**config.mk**
```make
export PLATFORM = sky130hd
export DESIGN_NAME = alarm_bank
export DESIGN_NICKNAME = d
export VERILOG_FILES = /design/src/rtl/alarm_bank.sv
export SDC_FILE = /design/constraint.sdc
export NUM_CORES = 1
export LEC_CHECK = 0
export BUFFER_PORTS_ARGS = -buffer_cell sky130_fd_sc_hd__buf_2
export CAP_MARGIN = 30
export CORE_ASPECT_RATIO = 1.1
export CORE_MARGIN = 3
export CORE_UTILIZATION = 45
export DETAILED_ROUTE_END_ITERATION = 12
export PLACE_DENSITY = 0.64
export SLEW_MARGIN = 20
export SYNTH_ARGS = -nofsm -noshare
export SYNTH_HDL_FRONTEND = slang
export SYNTH_SLANG_ARGS = --single-unit
export TNS_END_PERCENT = 50
```
**constraint.sdc**
```tcl
create_clock -name clk -period 3.45 [get_ports clk]
set_input_delay 0 -clock clk [delete_from_list [all_inputs] [get_ports clk]]
set_output_delay 0 -clock clk [all_outputs]
set_load 0.03 [all_outputs]
```
**src/rtl/alarm_bank.sv**
```systemverilog
// Multi-channel HH:MM alarm store with arm/ring/timeout handling and BCD display of the selected channel.
// Define ALARM_BANK_SNOOZE_EN to enable the snooze path; otherwise the snooze input is ignored.
module alarm_bank #(
  parameter int unsigned NUM_ALARMS   = 2,
  parameter int unsigned SEL_W        = 1,
  parameter int unsigned RING_TIMEOUT = 5,
  parameter int unsigned SNOOZE_MIN   = 9
) (
  input  logic                  clk,
  input  logic                  rst,
  input  logic [SEL_W-1:0]      sel,
  input  logic                  adjust_enable_minutes,
  input  logic                  adjust_enable_hours,
  input  logic                  Up_down,
  input  logic                  arm_toggle,
  input  logic                  snooze,
  input  logic                  minute_tick,
  input  logic [5:0]            cur_minutes,
  input  logic [4:0]            cur_hours,
  output logic [3:0]            minutes_units,
  output logic [2:0]            minutes_tenth,
  output logic [3:0]            hours_units,
  output logic [1:0]            hours_tenth,
  output logic [NUM_ALARMS-1:0] armed_mask,
  output logic [NUM_ALARMS-1:0] ring_mask,
  output logic                  ringing
);

  typedef enum logic [1:0] {StDisarmed, StArmed, StRinging, StSnoozed} state_e;

  localparam logic [5:0] RingInit   = 6'(RING_TIMEOUT);
  localparam logic [5:0] SnoozeInit = 6'(SNOOZE_MIN);

  state_e     state_q [NUM_ALARMS];
  state_e     state_d [NUM_ALARMS];
  logic [5:0] min_q   [NUM_ALARMS];
  logic [5:0] min_d   [NUM_ALARMS];
  logic [4:0] hr_q    [NUM_ALARMS];
  logic [4:0] hr_d    [NUM_ALARMS];
  logic [5:0] tmr_q   [NUM_ALARMS];
  logic [5:0] tmr_d   [NUM_ALARMS];

  logic [NUM_ALARMS-1:0] sel_hit;
  logic                  snooze_act;
  logic [5:0]            min_sel;
  logic [4:0]            hr_sel;

`ifdef ALARM_BANK_SNOOZE_EN
  assign snooze_act = snooze;
`else
  logic unused_snooze;
  assign unused_snooze = snooze;
  assign snooze_act    = 1'b0;
`endif

  // Out-of-range selects match no channel, so adjust/arm are dropped and the display reads 0.
  always_comb begin
    sel_hit = '0;
    for (int i = 0; i < NUM_ALARMS; i++) begin
      sel_hit[i] = (sel == SEL_W'(i));
    end
  end

  always_ff @(posedge clk or posedge rst) begin
    if (rst) begin
      for (int i = 0; i < NUM_ALARMS; i++) begin
        state_q[i] <= StDisarmed;
        min_q[i]   <= '0;
        hr_q[i]    <= '0;
        tmr_q[i]   <= '0;
      end
    end else begin
      for (int i = 0; i < NUM_ALARMS; i++) begin
        state_q[i] <= state_d[i];
        min_q[i]   <= min_d[i];
        hr_q[i]    <= hr_d[i];
        tmr_q[i]   <= tmr_d[i];
      end
    end
  end

  always_comb begin
    for (int i = 0; i < NUM_ALARMS; i++) begin
      state_d[i] = state_q[i];
      tmr_d[i]   = tmr_q[i];
      min_d[i]   = min_q[i];
      hr_d[i]    = hr_q[i];

      if (arm_toggle && sel_hit[i]) begin
        case (state_q[i])
          StDisarmed: state_d[i] = StArmed;
          StArmed:    state_d[i] = StDisarmed;
          default:    state_d[i] = StArmed;
        endcase
        tmr_d[i] = '0;
      end else if (snooze_act && (state_q[i] == StRinging)) begin
        state_d[i] = StSnoozed;
        tmr_d[i]   = SnoozeInit;
      end else if (minute_tick) begin
        case (state_q[i])
          StArmed: begin
            if ({hr_q[i], min_q[i]} == {cur_hours, cur_minutes}) begin
              state_d[i] = StRinging;
              tmr_d[i]   = RingInit;
            end
          end
          StRinging: begin
            if (tmr_q[i] == 6'd1) begin
              state_d[i] = StArmed;
              tmr_d[i]   = '0;
            end else begin
              tmr_d[i] = tmr_q[i] - 6'd1;
            end
          end
          StSnoozed: begin
            if (tmr_q[i] == 6'd1) begin
              state_d[i] = StRinging;
              tmr_d[i]   = RingInit;
            end else begin
              tmr_d[i] = tmr_q[i] - 6'd1;
            end
          end
          default: ;
        endcase
      end

      // Time fields are frozen while ringing or snoozed; compare above already used the old value.
      if (sel_hit[i] && !arm_toggle &&
          ((state_q[i] == StDisarmed) || (state_q[i] == StArmed))) begin
        if (adjust_enable_minutes) begin
          if (Up_down) min_d[i] = (min_q[i] == 6'd59) ? 6'd0 : min_q[i] + 6'd1;
          else         min_d[i] = (min_q[i] == 6'd0) ? 6'd59 : min_q[i] - 6'd1;
        end
        if (adjust_enable_hours) begin
          if (Up_down) hr_d[i] = (hr_q[i] == 5'd23) ? 5'd0 : hr_q[i] + 5'd1;
          else         hr_d[i] = (hr_q[i] == 5'd0) ? 5'd23 : hr_q[i] - 5'd1;
        end
      end
    end
  end

  always_comb begin
    armed_mask = '0;
    ring_mask  = '0;
    for (int i = 0; i < NUM_ALARMS; i++) begin
      armed_mask[i] = (state_q[i] != StDisarmed);
      ring_mask[i]  = (state_q[i] == StRinging);
    end
    ringing = |ring_mask;
  end

  always_comb begin
    min_sel = '0;
    hr_sel  = '0;
    for (int i = 0; i < NUM_ALARMS; i++) begin
      if (sel_hit[i]) begin
        min_sel = min_q[i];
        hr_sel  = hr_q[i];
      end
    end
  end

  assign minutes_tenth = 3'(min_sel / 6'd10);
  assign minutes_units = 4'(min_sel % 6'd10);
  assign hours_tenth   = 2'(hr_sel / 5'd10);
  assign hours_units   = 4'(hr_sel % 5'd10);

endmodule

```
**After elaboration in Yosys (flattened, before gate mapping)**

Index checks and enable logic that the tools add are counted.

- Add/sub/neg operators: 10
- Div/mod/pow operators: 4
- Equal/unequal tests: 20
- Muxes and demuxes: 40
- Bitwise gates (word level): 1
- Reductions and logical operators: 30

Operators by type and width:

| cell | count |
|---|---|
| 6-bit two-way mux | 17 |
| 6-bit case mux with 3 select lines | 2 |
| 5-bit two-way mux | 7 |
| 6-bit by 1-bit subtractor with 6-bit output (second input constant) | 4 |
| 11-bit equality test | 2 |
| 2-bit two-way mux | 10 |
| 6-bit by 1-bit adder with 6-bit output (second input constant) | 2 |
| 6-bit by 1-bit equality test with 1-bit output (second input constant) | 2 |
| 6-bit equality test (second input constant) | 2 |
| 6-bit logical NOT | 2 |
| 3-bit != test (second input constant) | 4 |
| 2-bit case mux with 3 select lines | 2 |
| 5-bit by 1-bit adder with 5-bit output (second input constant) | 2 |
| 5-bit equality test (second input constant) | 2 |
| 5-bit logical NOT | 2 |
| 5-bit AND reduction | 2 |
| 5-bit by 1-bit subtractor with 5-bit output (second input constant) | 2 |
| 2-bit equality test (second input constant) | 4 |
| 2-bit AND reduction | 4 |
| 2-bit nonzero test | 4 |
| 4-bit nonzero test | 2 |
| 6-bit by 4-bit divider with 6-bit output (second input constant) | 1 |
| 1-bit logical AND | 6 |
| 6-bit by 4-bit remainder unit with 6-bit output (second input constant) | 1 |
| other kinds (11) | 17 |

- Register bits: 38
- Bits of input ports: 20
- Output and inout bits: 18
- Word-level logic and storage cells: 113

**Logic depth before layout (Yosys ltp)**

Gate-level depths: netlist (run 1).

- Word-level depth: 5
- Gate-level depth with buffers: 15
- Gate-level depth less buffers: 12

**Worst setup path before layout (run 1)**

Ideal clock, no wire load.

- Path kind: reg2out
- From: reg hr_q[3] (netlist bit)
- To: out hours_units[2]
- Data arrival time: 3.441 ns
- Data required time: 3.450 ns
- Path slack: 0.009 ns
- Cell stages (with the launch flop): 14
- Path through: dfrtp_1 -> buf_2 -> nand2_1 -> o21ai_0 -> inv_1 -> ha_1 -> o21ai_0 -> o21ai_0 -> xnor2_1 -> ha_1 -> a21oi_1 -> a221oi_2 -> nor2_1 -> mux2i_1

- Longest elaborated chain between the ends: 2

RTL lines:

| item | RTL line | source |
|---|---|---|
| start, declared | 38 | `logic [4:0] hr_q [NUM_ALARMS];` |
| start signal, assigned by index | 76 | `hr_q[i] <= hr_d[i];` |
| 5-bit two-way mux | 156 | `if (sel_hit[i]) begin` |
| 5-bit by 4-bit remainder unit with 5-bit output | 166 | `assign hours_units = 4'(hr_sel % 5'd10);` |
| end, declared | 22 | `output logic [3:0] hours_units,` |

No other way between the ends.

**Final worst setup path (run 1)**

- From: reg hr_q[8] (netlist bit)
- To: out hours_units[3]

Same word-level chain as after synthesis.

==> summary.txt, run 1 <==
Pwr
  – Sequential power share: 0.254
  – Pwr/cell area: 888 mW/mm²
  – Switching share of power: 0.529
  – Internal Dissipation: 1.65 mW
  – Clock power share: 0.086
  – Leakage: 1.69 nW
  – Max VDD drop: 0.383 mV
  – Power share of the combinational group: 0.659
  – Net Switching: 1.85 mW

Setup path
  – Critical path capture point type: output pin
  – Crit Path Max Fanout: 6
  – FF-to-FF setup slack: 1.15 ns
  – FF-to-FF path depth: 6
  – Crit path DAT: 3.14 ns
  – FF-to-FF Start: min_q[3]
  – Crit Path Category: flip-flop to output pin
  – RR Endpoint: tmr_q[5]
  – Req. time, crit path: 3.45 ns
  – Setup crit start kind: flip-flop

Worst hold path
  – Hold Path Origin: arm_toggle
  – Worst Hold Endpoint: tmr_q[0]
  – Worst hold path type: input pin to flip-flop
  – Hold-critical path depth: 3

Outcome
  – Status: complete, no violations

Synthesis
  – Main combinational cell family by area after synthesis: compound AO/OA/AOI/OAI gates
  – Synth area leaders: dfrtp_1 (26%), xnor2_1 (7.0%), ha_1 (6.9%)
  – Register bit total from synthesis: 38
  – Cells after Synth: 472
  – Synth unique cells: 65
  – Asr flop ratio synth: 1.00
  – Mux share of post-synthesis cell area: 0.0388
  – Post-Syn Area: 0.00364 mm²
  – XOR/XNOR Fraction of Synth Area: 0.0913
  – Mean area per synthesized cell: 7.72 µm²
  – Post-synthesis sequential area ratio: 0.261
  – Simple-gate share of the synthesized area: 0.230
  – Synth Net Count: 512
  – EDFF count, synth: 0
  – Synth warn: 0
  – Area fraction of the dominant cell type after synthesis: 0.261
  – Area fraction in compound gates after synthesis: 0.237
  – Area leader, netlist: dfrtp_1
  – Most used DFF post-synth: dfrtp_1
  – Post-synthesis adder-cell area fraction: 0.0687

STA
  – Fmax: 319 MHz
  – Tmin final: 3.14 ns
  – Unrepaired setup endpoints after global routing: no
  – Worst Skew: 0.00305 ns
  – Setup violators final: 0
  – Hold violation total from the final report: 0
  – Slew Limit Fails: 0
  – Worst setup margin: 0.312 ns
  – Slew HR: 0.453
  – Fin crit share: 0.910
  – Worst slew pin tran: 0.798 ns
  – Setup TNS Final: 0 ns

Clock tree
  – Clock Sinks: 38
  – CTS H-tree lvls: 2
  – Clk slew on worst S/H paths: 0.08 ns
  – CTS Buffer Depth: 2
  – Total CTS buffers: 5
  – CTS tree: built
  – Root Driver: clkbuf_8
  – Worst-Skew Late Latency: 0.29 ns

Floorplanning
  – Core Footprint: 0.00768 mm²
  – DIE WIDTH: 91.8 µm
  – Die area: 0.00921 mm²
  – IO Pins: 38
  – Initial Utilization: 0.474
  – Die Span Y: 100 µm
  – Row count: 33

Drt
  – Number of vias per cell: 5.69
  – Drt total wl: 8.70 mm
  – Initial DRC count: 300
  – Initial DRT Pass Iterations: 5
  – DR WL/cell: 14.6 µm
  – DRC viols: 0
  – Via count: 3377
  – Antenna-violating nets left: 0

GRT
  – Total gr overflow: 0
  – First-pass GRT wire length: 14.8 mm
  – GRT Util Overall: 0.194
  – Largest net degree at the start of global routing: 39
  – Initial antenna violation count: 0
  – Vias in the first global route: 3110

Flow run
  – Number of max-cap violations: 0

Placement
  – Inst Count DP: 585
  – Placer Congestion: 0.869
  – PortBufs: 36
  – Detailed placement HPWL: 6.27 mm
  – DP Area: 0.00384 mm²
  – Placement Setup Slack: 0.401 ns

Final layout
  – Final instance area: 0.00395 mm²
  – Share of post-route cells with drive strength above 1: 0.143
  – # fillers: 775
  – Area growth syn-to-layout: 8.41%
  – Inserted Diodes: 0
  – Non-filler cells, final: 594
  – Nets@finish: 529
==> synth_stat cells, drive strengths merged (4+ instances only) <==
master  number
a21oi       34
a311oi       5
a31oi        5
buf         15
clkbuf      18
dfrtp       38
ha          20
inv         29
mux2         4
mux2i        8
nand2       38
nand3        6
nand4        9
nand4b       4
nor2        51
nor2b        9
nor3        21
o21a         6
o21ai       45
o311ai       4
o31ai        7
or3          7
xnor2       29
xor2         9
==> worst max-delay path by stage <==
stage          startpoint              to  slack [ns]  cells after the start
2_1_floorplan     hr_q[3]  hours_units[2]       0.009                     13
3_3_place_gp      hr_q[8]  hours_units[2]        0.54                     13
3_5_place_dp      hr_q[8]  hours_units[2]        0.40                     13
4_1_cts           hr_q[8]  hours_units[2]        0.07                     13
5_1_grt           hr_q[8]  hours_units[3]        0.03                     13
6_report          hr_q[8]  hours_units[3]        0.31                     13
==> flip-flops by register name, summed over array words and instances, names as in the netlist <==
name     count
state_q      4
min_q       12
tmr_q       12
hr_q        10
==> routing by layer <==
metal  vias to the layer above  GRT usage  part of all wire
li1                       1708          -                 -
met2                        99      0.318              0.48
met4                         0     0.0434            0.0067
met5                         -          0                 0
met3                         7     0.0300             0.061
met1                      1563      0.272              0.46
==> cell usage in the layout (no fill, tap or decap), drive strengths merged, types with 3 or more instances in the layout <==
master  instances
nor2           51
o21ai          45
buf            42
dfrtp          38
nand2          38
a21oi          34
inv            29
xnor2          29
nor3           21
ha             20
nand4           9
xor2            9
nor2b           9
mux2i           8
or3             7
o31ai           7
nand3           6
o21a            6
a31oi           5
a311oi          5
clkbuf          5
nand4b          4
mux2            4
o311ai          4
nand2b          3
o22ai           3
and3            3
nor4            3
a32oi           3
nor3b           3
clkinv          3
==> layout make-up <==
| class | instances | area, µm² | area share |
|---|---|---|---|
| Inverter | 30 | 118 | 0.0298 |
| Tap cell | 105 | 131 | 0.0333 |
| Timing Repair Buffer | 43 | 235 | 0.0596 |
| Multi-Input combinational cell | 371 | 2440 | 0.617 |
| Sequential cell | 38 | 951 | 0.241 |
| Clock buffer | 5 | 68.8 | 0.0174 |
| Clock inverter | 2 | 10.0 | 0.00253 |
==> per-stage QoR <==
step	hold slack, ns	power (mW)	util
detailed placement	0.160	3.18	0.500
global placement	0.156	3.14	0.500
global route	0.0923	3.86	0.514
floorplan	0.192	2.69	-
finish	0.0856	3.51	0.514
CTS	0.0752	3.49	0.512
==> cells by family (layout without fill, tap and decap cells) <==
kind of cell               Yosys count  count (layout)
xor gates and xnor gates            38              38
muxes                               12              12
and+or+nand+nor                    167             167
AOI/OAI and AO/OA                  134             134
adders and majority gates           20              20
buffers and inverters               63              80
DFF                                 38              38
==> power by group through the flow <==
stage / clock network [mW] / registers [mW] / logic (mW)
after detailed placement: 0 / 0.897 / 2.28
after global placement: 0 / 0.895 / 2.24
after floorplan: 0 / 0.691 / 2.00
final: 0.303 / 0.892 / 2.31
after CTS: 0.316 / 0.889 / 2.29
after global routing: 0.332 / 0.930 / 2.60
==> critical path, stage by stage, from the launching register on <==
cell and delay (ns):
dfrtp_1 0.47, inv_1 0.11, o21ai_1 0.27, inv_1 0.11
ha_1 0.25, o211ai_1 0.16, o21ai_0 0.18, xnor2_2 0.26
ha_1 0.17, a21oi_1 0.05, a221oi_2 0.34, o21bai_1 0.13
xnor2_1 0.15, buf_2 0.21
==> timing repair <==
item                                   4_1_cts  5_1_grt
gates resized for setup                      0        3
endpoints found under the hold margin       38        0
setup endpoints to repair                    0        4
hold buffers                                 1        0
buffers inserted                             0        1
No activity file was read; power rests on OpenSTA's default activity.
==> inputs of run 2 (changes only) <==
--- a/config.mk
+++ b/config.mk
@@ -5,8 +5,9 @@
 export SDC_FILE = /design/constraint.sdc
 export NUM_CORES = 1
 export LEC_CHECK = 0
+export ABC_AREA = 1
 export BUFFER_PORTS_ARGS = -buffer_cell sky130_fd_sc_hd__buf_2
-export CAP_MARGIN = 30
+export CAP_MARGIN = 20
 export CORE_ASPECT_RATIO = 1.1
 export CORE_MARGIN = 3
 export CORE_UTILIZATION = 45
==> summary.txt, run 2 <==
STA
  – Tmin final: 2.68 ns
  – Hold violation total from the final report: 0
  – Setup TNS Final: 0 ns
  – Min Hold Slack: 0.0270 ns
  – Slew Limit Fails: 0
  – Setup violators final: 0
  – Worst slew pin tran: 0.737 ns
  – Fmax: 374 MHz
  – Unrepaired setup endpoints after global routing: no
  – Worst Skew: 0.0111 ns
  – Fin crit share: 0.776
  – Slew HR: 0.507

Drt
  – Initial DRC count: 223
  – Drt total wl: 9.10 mm
  – DR WL/cell: 13.1 µm
  – Via count: 3658
  – Number of vias per cell: 5.26
  – Antenna-violating nets left: 0
  – DRC viols: 0
  – Initial DRT Pass Iterations: 5

Synthesis
  – Area leader, netlist: dfrtp_1
  – Count leader, synth: nand2_1
  – Register bit total from synthesis: 38
  – Post-synthesis sequential area ratio: 0.257
  – Mean area per synthesized cell: 6.68 µm²
  – Area fraction of the dominant cell type after synthesis: 0.257
  – Synth Net Count: 593
  – Asr flop ratio synth: 1.00
  – Top post-synthesis cells by count: nand2_1 (132), inv_1 (72), nand3_1 (57), o21ai_0 (51), dfrtp_1 (38)
  – Synth unique cells: 37
  – EDFF count, synth: 0
  – Synth area leaders: dfrtp_1 (26%), nand2_1 (13%), nand3_1 (7.7%)
  – Post-Syn Area: 0.00369 mm²
  – Cells after Synth: 553
  – Most used DFF post-synth: dfrtp_1
  – Synth warn: 0

GRT
  – First-pass GRT wire length: 15.6 mm
  – Largest net degree at the start of global routing: 26
  – Vias in the first global route: 3453
  – GRT Util Overall: 0.204
  – Initial antenna violation count: 0
  – Total gr overflow: 0

Floorplanning
  – DIE WIDTH: 92.4 µm
  – Core Footprint: 0.00796 mm²
  – Die Span Y: 101 µm
  – Initial Utilization: 0.464
  – Die area: 0.00934 mm²
  – IO Pins: 38
  – Row count: 34

Final layout
  – Most frequent cells in the layout: nand2_1 (132), inv_1 (72), nand3_1 (57), o21ai_0 (51), dfrtp_1 (38)
  – Largest registers: min_q x12, tmr_q x12, hr_q x10
  – Multi-input gate area: 0.00238 mm²
  – Area growth syn-to-layout: 10.4%
  – FF+latch area: 951 µm²
  – Share of post-route cells with drive strength above 1: 0.143
  – Nets@finish: 627
  – Non-filler cells, final: 695
  – Commonest non-fill, non-tap cell in the layout: nand2_1
  – # fillers: 825
  – Inserted Diodes: 0

Clock tree
  – Worst-Skew Late Latency: 0.30 ns
  – CTS Buffer Depth: 2
  – CTS H-tree lvls: 2
  – CTS tree: built
  – Root Driver: clkbuf_8
  – Total CTS buffers: 5
  – Clock Sinks: 38
  – Clk slew on worst S/H paths: 0.08 ns

Worst hold path
  – Worst Hold Endpoint: tmr_q[6]
  – Hold Path Origin: minute_tick
  – Hold-critical path depth: 4
  – Worst hold path type: input pin to flip-flop

Placement
  – Detailed placement HPWL: 6.93 mm
  – Inst Count DP: 687
  – Placer Congestion: 0.896
  – PortBufs: 36

Setup path
  – Critical path capture point type: output pin
  – FF-to-FF path depth: 13
  – Crit Path Max Fanout: 7
  – Crit path DAT: 2.68 ns
  – FF-to-FF setup slack: 1.47 ns
  – Crit Path Category: flip-flop to output pin
  – FF-to-FF Start: min_q[9]
  – Req. time, crit path: 3.45 ns
  – Setup crit start kind: flip-flop
  – RR Endpoint: state_q[3]

Outcome
  – Status: complete, no violations

Pwr
  – Total power: 4.31 mW
  – Leakage: 2.06 nW
  – Max VDD drop: 0.423 mV
  – Pwr/cell area: 1060 mW/mm²

Flow run
  – Number of max-cap violations: 0
## run 2: worst max-delay path by stage
stage          startpoint        endpoint  cells past startpoint
2_1_floorplan     hr_q[2]  hours_units[1]                     15
3_3_place_gp      hr_q[2]  hours_units[1]                     16
3_5_place_dp      hr_q[2]  hours_units[1]                     16
4_1_cts           hr_q[2]  hours_units[1]                     16
5_1_grt           hr_q[2]  hours_units[1]                     16
6_report          hr_q[2]  hours_units[1]                     16
## run 2: metrics by stage
step,utilization,area (µm²),setup WS (ns)
2_1_floorplan,-,3690,1.13
3_3_place_gp,0.497,3960,1.17
3_5_place_dp,0.497,3960,1.07
4_1_cts,0.513,4080,0.732
5_1_grt,0.513,4080,0.529
6_report,0.513,4080,0.774
## run 2: cell families (layout without fill, tap and decap cells)
family          after synthesis  after routing  share of synthesized area
compound gates               92             92                      0.144
xor+xnor                     35             35                     0.0850
fa+ha+maj                    20             20                     0.0677
buf+inv                      92            126                     0.0992
flops                        38             38                      0.257
simple gates                276            276                      0.346
## run 2: what timing repair did
action / CTS / global route
gates resized for setup: 0 / 0
buffers inserted: 0 / 0
hold endpoints to repair: 13 / 0
hold buffers: 1 / 0
## run 2: critical path, cell delays in order, from the launching register on
cell	delay, ns
dfrtp_1	0.40
inv_1	0.21
nand2_1	0.11
o21ai_2	0.09
inv_1	0.11
ha_1	0.19
inv_1	0.09
nand2_4	0.06
nand2_4	0.10
xor2_2	0.22
ha_1	0.19
nor2_1	0.04
nand2_1	0.07
nand2_2	0.07
nand2_4	0.08
xor2_1	0.14
buf_2	0.21
## run 2: final cells by class
class,instances,share of cell area
clock buffer,6,0.0203
clock inverter,1,0.00736
inverter,81,0.0746
tap,108,0.0331
timing repair buffer,38,0.0485
multi-input combinational,423,0.583
sequential,38,0.233
## run 2: power by group
part	total, mW	switching [mW]	internal (mW)	leakage, nW
registers	0.966	0.309	0.657	0.470
logic	2.93	1.92	1.01	1.53
clock network	0.413	0.181	0.232	0.0573
## run 2: routing by layer
metal | vias up | share of wire | wire (µm) | GRT usage
li1 | 1862 | - | - | -
met1 | 1700 | 0.47 | 4250 | 0.265
met2 | 87 | 0.48 | 4330 | 0.350
met3 | 9 | 0.045 | 412 | 0.0276
met4 | 0 | 0.012 | 106 | 0.0617
met5 | - | 0 | 0 | 0
==> inputs of run 3 (changes only) <==
--- a/config.mk
+++ b/config.mk
@@ -12,7 +12,7 @@
 export CORE_MARGIN = 3
 export CORE_UTILIZATION = 45
 export DETAILED_ROUTE_END_ITERATION = 12
-export PLACE_DENSITY = 0.64
+export PLACE_DENSITY = 0.66
 export SLEW_MARGIN = 20
 export SYNTH_ARGS = -nofsm -noshare
 export SYNTH_HDL_FRONTEND = slang
==> constraint.sdc (replaced) <==
create_clock -name clk -period 2.3 [get_ports clk]
set_input_delay 0 -clock clk [delete_from_list [all_inputs] [get_ports clk]]
set_output_delay 0 -clock clk [all_outputs]
set_load 0.03 [all_outputs]
==> summary.txt, run 3 (synthesis results as in run 2) <==
Floorplanning
  – IO Pins: 38
  – Die area: 0.00934 mm²
  – DIE WIDTH: 92.4 µm
  – Initial Utilization: 0.464
  – Die Span Y: 101 µm
  – Row count: 34
  – Core Footprint: 0.00796 mm²

STA
  – Tmin final: 2.25 ns
  – Unrepaired setup endpoints after global routing: yes
  – Fin crit share: 0.978
  – Setup TNS Final: 0 ns
  – Fmax: 444 MHz
  – Hold violation total from the final report: 0
  – Min Hold Slack: 0.0332 ns
  – Setup violators final: 0
  – Worst slew pin tran: 0.624 ns
  – Slew HR: 0.579
  – Slew Limit Fails: 0
  – Worst Skew: 0.00631 ns

Clock tree
  – CTS H-tree lvls: 2
  – CTS tree: built
  – Clock Sinks: 38
  – Clk slew on worst S/H paths: 0.08 ns
  – Root Driver: clkbuf_8
  – CTS Buffer Depth: 2
  – Total CTS buffers: 5
  – Worst-Skew Late Latency: 0.29 ns

Drt
  – DR WL/cell: 12.9 µm
  – Antenna-violating nets left: 0
  – Number of vias per cell: 5.21
  – Initial DRC count: 251
  – DRC viols: 0
  – Initial DRT Pass Iterations: 5
  – Via count: 3765
  – Drt total wl: 9.31 mm

Setup path
  – Worst path buffer plus inverter count: 5
  – Crit Path Category: flip-flop to output pin
  – Most used cell along the critical path: nand2_2
  – Worst path max stage delay: 0.40 ns
  – CP top delay family: simple AND/OR/NAND/NOR gates
  – CP cell instances: inv_2 -> nand2_1 -> nand2_2 -> ha_4 -> inv_2 -> nand3_2 -> nand2_2 -> nand2_4 -> nand2_4 -> nand2_2 -> nand2_2 -> inv_1 -> ha_2 -> inv_1 -> nand2_1 -> nand2_1 -> buf_6
  – CP max stage cell: dfrtp_1
  – Req. time, crit path: 2.30 ns
  – Crit path DAT: 2.25 ns
  – Setup crit start kind: flip-flop
  – Crit Path Max Fanout: 4
  – Critical path capture point type: output pin

GRT
  – First-pass GRT wire length: 15.8 mm
  – GRT Util Overall: 0.205
  – Vias in the first global route: 3540
  – Largest net degree at the start of global routing: 26
  – Total gr overflow: 0
  – Initial antenna violation count: 0

Pwr
  – Total power: 7.07 mW
  – Leakage: 2.19 nW
  – Pwr/cell area: 1610 mW/mm²
  – Max VDD drop: 0.703 mV

Final layout
  – Share of the core filled with cells: 0.551
  – Most frequent cells in the layout: nand2_1 (126), inv_1 (65), nand3_1 (56), o21ai_0 (51), nor2_1 (37)
  – FF+latch area: 953 µm²
  – Commonest non-fill, non-tap cell in the layout: nand2_1
  – Multi-input gate area: 0.00245 mm²
  – # fillers: 797
  – Inserted Diodes: 0
  – Share of post-route cells with drive strength above 1: 0.217
  – Nets@finish: 653
  – Final instance area: 0.00438 mm²
  – Largest registers: min_q x12, tmr_q x12, hr_q x10
  – Area growth syn-to-layout: 18.7%

Placement
  – PortBufs: 36
  – DP Area: 0.00407 mm²
  – Detailed placement HPWL: 6.98 mm
  – Placer Congestion: 0.919

Worst hold path
  – Worst hold path type: input pin to flip-flop

Flow run
  – Number of max-cap violations: 0

Outcome
  – Status: complete, no violations
run 3: cell count changes in the layout (fill, tap and decap cells not counted), sizes merged:
cell      before  now
buf           37   63
bufinv         1    0
clkinv         2    3
clkinvlp       0    1
run 3: cell type report:
cell class	instances	area share
Sequential cell	38	0.217
Tap cell	108	0.0308
Multi-Input combinational cell	423	0.559
Inverter	81	0.0699
Clock buffer	6	0.0188
Timing Repair Buffer	64	0.101
Clock inverter	2	0.00285
run 3: per-stage QoR:
step	std cells	setup slack, ns
5_1_grt	722	-0.0922
2_1_floorplan	553	0.0455
6_report	722	0.0502
3_3_place_gp	699	0.170
3_5_place_dp	699	0.114
4_1_cts	716	-0.00516
run 3: worst paths after layout:
path                        startpoint               end  slack (ns)  depth (start not counted)
max                           min_q[3]  minutes_units[2]        0.05                         17
min                        minute_tick          tmr_q[0]        0.03                          4
max reg2reg                    hr_q[7]        state_q[3]        0.38                         13
min reg2reg                 state_q[2]        state_q[2]        0.58                          2
max in group asynchronous          rst           hr_q[7]        1.42                          4
min in group asynchronous          rst        state_q[2]        0.32                          3
run 3: worst reg2reg max path, delay by kind of cell (launching register included):
kind / cells / cell delay, ns
and+or+nand+nor: 10 / 1.00
AOI/OAI and AO/OA: 1 / 0.10
buffers and inverters: 2 / 0.30
DFF: 1 / 0.43
run 3: where the power goes:
| group | switching, mW | internal, mW | total [mW] | leakage [nW] |
|---|---|---|---|---|
| registers | 0.400 | 0.990 | 1.39 | 0.467 |
| clock network | 0.263 | 0.242 | 0.505 | 0.0472 |
| logic | 3.14 | 2.04 | 5.18 | 1.67 |
| total | 3.80 | 3.27 | 7.07 | 2.19 |
run 3: repair_timing:
| item | CTS | global route |
|---|---|---|
| endpoints found under the hold margin | 13 | 0 |
| pin swaps | 1 | 13 |
| buffers inserted | 8 | 6 |
| hold buffers | 1 | 0 |
| setup endpoints to repair | 6 | 7 |
| gates resized for setup | 15 | 23 |
run 3: metal layers:
layer	global-route usage	vias to the layer above	part of all wire
li1	-	1921	-
met1	0.267	1748	0.46
met2	0.350	85	0.49
met3	0.0329	11	0.040
met4	0.0583	0	0.010
met5	0	-	0
